File: config.mk
export PLATFORM = sky130hd
export DESIGN_NAME = axi_spill_slice
export DESIGN_NICKNAME = d
export VERILOG_FILES = /design/src/rtl/axi_spill_slice.sv
export SDC_FILE = /design/constraint.sdc
export NUM_CORES = 1
export LEC_CHECK = 0
export ABC_AREA = 1
export BUFFER_PORTS_ARGS = -buffer_cell sky130_fd_sc_hd__buf_4
export CAP_MARGIN = 10
export CORE_ASPECT_RATIO = 1.4
export CORE_UTILIZATION = 47
export DETAILED_ROUTE_END_ITERATION = 10
export PLACE_DENSITY = 0.76
export SLEW_MARGIN = 25
export SYNTH_ARGS = -nofsm -noshare
export SYNTH_HDL_FRONTEND = slang
export SYNTH_SLANG_ARGS = --single-unit
export TNS_END_PERCENT = 5
File: constraint.sdc
create_clock -name clk_i -period 6 [get_ports clk_i]
set_input_delay 0.6 -clock clk_i [delete_from_list [all_inputs] [get_ports clk_i]]
set_output_delay 0.6 -clock clk_i [all_outputs]
set_load 0.005 [all_outputs]
File: src/rtl/axi_spill_slice.sv
// axi_spill_slice: two-entry spill register that cuts all comb paths of one AXI channel.
// Ports: clk_i/rst_i/clr_i, upstream valid_i/ready_o/data_i, downstream valid_o/ready_i/data_o, fill_o.
module axi_spill_slice #(
  parameter int DATA_WIDTH = 64,
  parameter bit BYPASS     = 1'b0
) (
  input  logic                  clk_i,
  input  logic                  rst_i,
  input  logic                  clr_i,
  input  logic                  valid_i,
  output logic                  ready_o,
  input  logic [DATA_WIDTH-1:0] data_i,
  output logic                  valid_o,
  input  logic                  ready_i,
  output logic [DATA_WIDTH-1:0] data_o,
  output logic [1:0]            fill_o
);

  if (BYPASS) begin : g_bypass
    logic w_unused;
    assign w_unused = ^{clk_i, rst_i, clr_i};
    assign valid_o  = valid_i;
    assign ready_o  = ready_i;
    assign data_o   = data_i;
    assign fill_o   = 2'd0;
  end else begin : g_slice
    logic                  r_a_full;
    logic                  r_b_full;
    logic [DATA_WIDTH-1:0] r_a;
    logic [DATA_WIDTH-1:0] r_b;
    logic                  w_in_hs;
    logic                  w_out_hs;
    logic                  w_a_from_b;
    logic                  w_ld_a;
    logic                  w_ld_b;
    logic [DATA_WIDTH-1:0] w_a_src;

    assign ready_o  = ~r_b_full & ~clr_i;
    assign valid_o  = r_a_full;
    assign data_o   = r_a;
    assign fill_o   = {1'b0, r_a_full} + {1'b0, r_b_full};

    assign w_in_hs  = valid_i & ready_o;
    assign w_out_hs = r_a_full & ready_i;

    // B only holds data when A is full, so draining B always refills A.
    assign w_a_from_b = w_out_hs & r_b_full;
    assign w_ld_a = w_a_from_b
                  | (w_in_hs & (~r_a_full | w_out_hs));
    assign w_ld_b = w_in_hs & r_a_full & ~w_out_hs;
    assign w_a_src = w_a_from_b ? r_b : data_i;

    always_ff @(posedge clk_i) begin
      if (rst_i || clr_i) begin
        r_a_full <= 1'b0;
        r_b_full <= 1'b0;
      end else begin
        if (w_ld_a)        r_a_full <= 1'b1;
        else if (w_out_hs) r_a_full <= 1'b0;
        if (w_ld_b)          r_b_full <= 1'b1;
        else if (w_a_from_b) r_b_full <= 1'b0;
      end
    end

    // Payload needs no reset; the flags qualify it.
    always_ff @(posedge clk_i) begin
      if (w_ld_a) r_a <= w_a_src;
      if (w_ld_b) r_b <= data_i;
    end
  end

endmodule

==> Word level (Yosys, flattened, before mapping) <==
Index checks and enable logic that the tools add are counted.
{ "word_totals": {"register_bits": 130, "wordCells": 26, "inputBits": 69, "output_inout_bits": 68} }
{ "classes": {"n_mux": 5, "n_addsub": 1, "n_reduce_logical": 3, "bitwise_logic": 13} }
{ "op_table": {"columns": ["op", "n"], "rows": [
  ["64-bit two-way mux", 1],
  ["1-bit AND", 7],
  ["1-bit two-way mux", 4],
  ["1-bit inverter", 4],
  ["2-bit nonzero test", 2],
  ["1-bit by 1-bit adder with 2-bit output", 1],
  ["1-bit OR", 2],
  ["1-bit logical OR", 1]
]} }

==> Depth between registers and ports, before layout <==
{ "logic_depth": {"word_depth": 6, "ltp_mapped": 5, "depth_no_buf": 5} }

==> Worst setup path before layout <==
No wires, ideal clock.
{ "synth_path": {"path_kind": "input port to flip-flop", "startpoint": "in clr_i", "endpoint": "reg g_slice.r_a[0] (netlist: data_o[0]), enable pin", "setup_time_ps": 574, "required_ps": 5426, "stages": 3, "arrival_time_ps": 5373, "slack_ps": 52, "path_buffers": 0, "path_cell_list": "nor2_1 -> nand2_1 -> o21ai_0"} }
{ "synth_between": {"elab_chain_len": 5} }
{ "synth_lines": {"columns": ["item", "line_no", "source"], "rows": [
  ["start, declared", "9", "input logic clr_i,"],
  ["1-bit inverter", "38", "assign ready_o = ~r_b_full & ~clr_i;"],
  ["1-bit AND", "38", null],
  ["1-bit AND", "43", "assign w_in_hs = valid_i & ready_o;"],
  ["1-bit AND", "49", "| (w_in_hs & (~r_a_full | w_out_hs));"],
  ["1-bit OR", "49", null],
  ["net g_slice.w_ld_a", "34", "logic w_ld_a;"],
  ["end signal, assigned", "67", "if (w_ld_a) r_a <= w_a_src;"],
  ["end, declared", "29", "logic [DATA_WIDTH-1:0] r_a;"]
]} }
The timed path passes the listed nets, and every way through them passes these cells.
A chain may end at the register's enable or synchronous reset.

==> Worst setup path after layout <==
{ "layout_path": {"startpoint": "reg g_slice.r_a_full (netlist: valid_o)", "endpoint": "reg g_slice.r_a[3] (netlist: data_o[3]), enable pin"} }
{ "layout_between": {"elab_chain_len": 4, "word_cells_on_any_way": 6, "cone_classes": "bitwise: 6"} }
{ "layout_lines": {"columns": ["item", "line_no", "source"], "rows": [
  ["start, declared", "27", "logic r_a_full;"],
  ["start signal, assigned", "55", "r_a_full <= 1'b0;"],
  ["start signal, assigned", "58", "if (w_ld_a) r_a_full <= 1'b1;"],
  ["start signal, assigned", "59", "else if (w_out_hs) r_a_full <= 1'b0;"],
  ["1-bit AND or 1-bit inverter (tied branches)", "44, 49", null],
  ["1-bit OR", "49", null],
  ["1-bit AND", "49", null],
  ["1-bit OR *", "49", null],
  ["net g_slice.w_ld_a", "34", null]
]} }
The timed path passes the listed nets; every way through them passes the cells marked *.

==> results.ini <==
[outcome]
status=finished clean

[place]
gp_congestion=0.7473
hpwl_um=6022
pre_cts_ws_ns=3.452
io_buffers=136

[clocking]
clock_path_buffers=2
htreeDepth=4
cts_resized=0
cts_tree=done
cts-hold-fix-buffers=0
cts.sinks=130
postCtsSetupRepairBufs=0
clockRootBuffer=clkbuf_16
clk_latency_ns=0.39
cts_made_buffers=17
clkTransAtPathRegs_ns=0.05

[detailed_routing]
drc=0
drt_iter0_drc=164
vias=3030
drt_wl_total_um=9125
ant_nets=0
wl_per_cell_um=14.06
post_drt_via_cell_ratio=4.669
dr.pass1.iters=4

[layout]
diodes=0
nNetsFinal=568
syn_to_final_growth_pct=33.35
nFillCells=811
drive_above_1_share=0.3777

[setup_path]
endpoint=data_o[3]
critPathKind=register to register
crit_required_ns=6.02
rrSetupSlack_ns=3.70
cp-start-kind=register
crit_path_end_kind=register
startpoint=valid_o
path_max_fanout=64
r2r_start=valid_o
critPathArrivalTime_ns=2.32
r2r_cells=3
rr_endpoint=data_o[3]

[yosys]
syn-instance-count=354
seq_area_frac_synth=0.7777
synthAdderAreaFrac=0.002506
postSynthAreaPerCell_um2=14.11
yosys.area_share.xor_xnor=0
yosys.area_share.simple=0.05738
synth_seq_cells=130
synth_top_area_share=0.7697
synthTopCellsByArea=edfxtp_1 77%, inv_1 5.2%, nand2_1 5.1%, o21ai_2 4.2%, o21ai_1 4.0%
synth_compound_area_frac=0.08494
synth_area_leader_cell=edfxtp_1
synth.mux.area_fraction=0
ys_types=14
mappedNetlistNets=424
syn-cell-area_um2=4994
synth_top_family_by_area=compound AO/OA/AOI/OAI gates
synth_warnings=0

[power_and_ir_drop]
p_per_area_nw_per_um2=313.3
power.total_mw=2.086
leakage_nw=2.893
ir_drop_v=0.0002619

[timing]
slew_violations=0
fin_ws_ns=3.701
finalSetupViolCount=0
slew_headroom=0.4429
hold_ws_ns=0.3881
worst_pin_slew_ns=0.8356
fin_skew_ns=0.007377
fmax_ghz=0.4351
setup-tns-final_ns=0
rsz0062_at_grt=false
final.min_clock_period_ns=2.299
final-hold-violation-count=0
finalCritPeriodShare=0.3831

[global_route]
grt_pass1_vias=2931
grt_pass1_wl_um=13860
grt_util_all_layers=0.1721
grt_max_degree=81
antenna_found_initial=0
overflow=0

[die]
die_x_um=89.12
core_um2=10350
dieArea_um2=11050
start_util=0.4825
fp.dieH_um=124.0
io_pins=137
placementRows=44

[flow_run]
cap_violations=0

[hold_path]
min_path_type=input port to register

-- kinds of logic (layout without fill, tap and decap cells) --
kind of cell | count (synthesis) | after routing
buf+inv | 83 | 240
fa+ha+maj | 1 | 1
flops | 130 | 130
simple gates | 74 | 74
compound gates | 66 | 66
-- metal layers --
metal	part of all wire	global-route usage	vias to the layer above
met1	0.39	0.2049	1402
li1	-	-	1492
met4	0.026	0.08333	0
met5	0	0	-
met3	0.054	0.04705	20
met2	0.53	0.2867	116
-- synth_stat cells (all sizes together) --
cell type / number
buf: 10
nand3: 3
a21oi: 1
o21ai: 65
inv: 69
clkbuf: 4
ha: 1
nor2: 3
dfxtp: 2
edfxtp: 128
nand2: 68
-- stage by stage --
stage | instance area (µm²) | util | std cells
floorplan | 4994 | - | 354
global route | 6659 | 0.6434 | 649
CTS | 6659 | 0.6434 | 649
detailed placement | 6101 | 0.5895 | 617
global placement | 6101 | 0.5895 | 617
finish | 6659 | 0.6434 | 649
-- layout make-up --
cell class	count	area [µm²]	share of cell area
clock buffer	27	503.0	0.07554
clock inverter	5	55.05	0.008268
inverter	69	259.0	0.03890
multi-input combinational	141	742.0	0.1114
sequential	130	3884	0.5832
tap	138	172.7	0.02593
timing repair buffer	139	1044	0.1567
-- how the worst min path moves through the flow --
stage                     depth (start not counted)        startpoint                to
after floorplan                                   2  g_slice.r_b_full  g_slice.r_b_full
after global placement                            2  g_slice.r_b_full  g_slice.r_b_full
after detailed placement                          2   g_slice.r_b[26]        data_o[26]
after CTS                                         1         data_i[2]    g_slice.r_b[2]
after global routing                              1        data_i[39]   g_slice.r_b[39]
final                                             1         data_i[7]    g_slice.r_b[7]
-- worst max-delay path, cell delays in order, from the launching register on --
cell	delay, ns
dfxtp_1	0.45
nand3_4	0.55
o21ai_4	0.19
buf_4	0.68
-- sequential cells by signal, summed over array words and instances, names as in the netlist --
signal,count
valid_o,1
data_o,64
g_slice.r_b_full,1
g_slice.r_b,64
-- where the power goes --
part / internal, mW / total [mW] / switching, mW
logic: 0.0626 / 0.110 / 0.0477
clock network: 0.613 / 0.944 / 0.331
registers: 1.03 / 1.03 / 0.00702
total: 1.70 / 2.09 / 0.386
-- placed cells by master, fill, tap and decap left out, drive strengths merged --
cell      count
o21ai        65
nand3         3
nor2          3
clkbuf       27
clkinv        2
edfxtp      128
bufinv        1
clkinvlp      2
buf         139
ha            1
nand2        68
dfxtp         2
a21oi         1
inv          69
No activity file was read; power rests on OpenSTA's default activity.
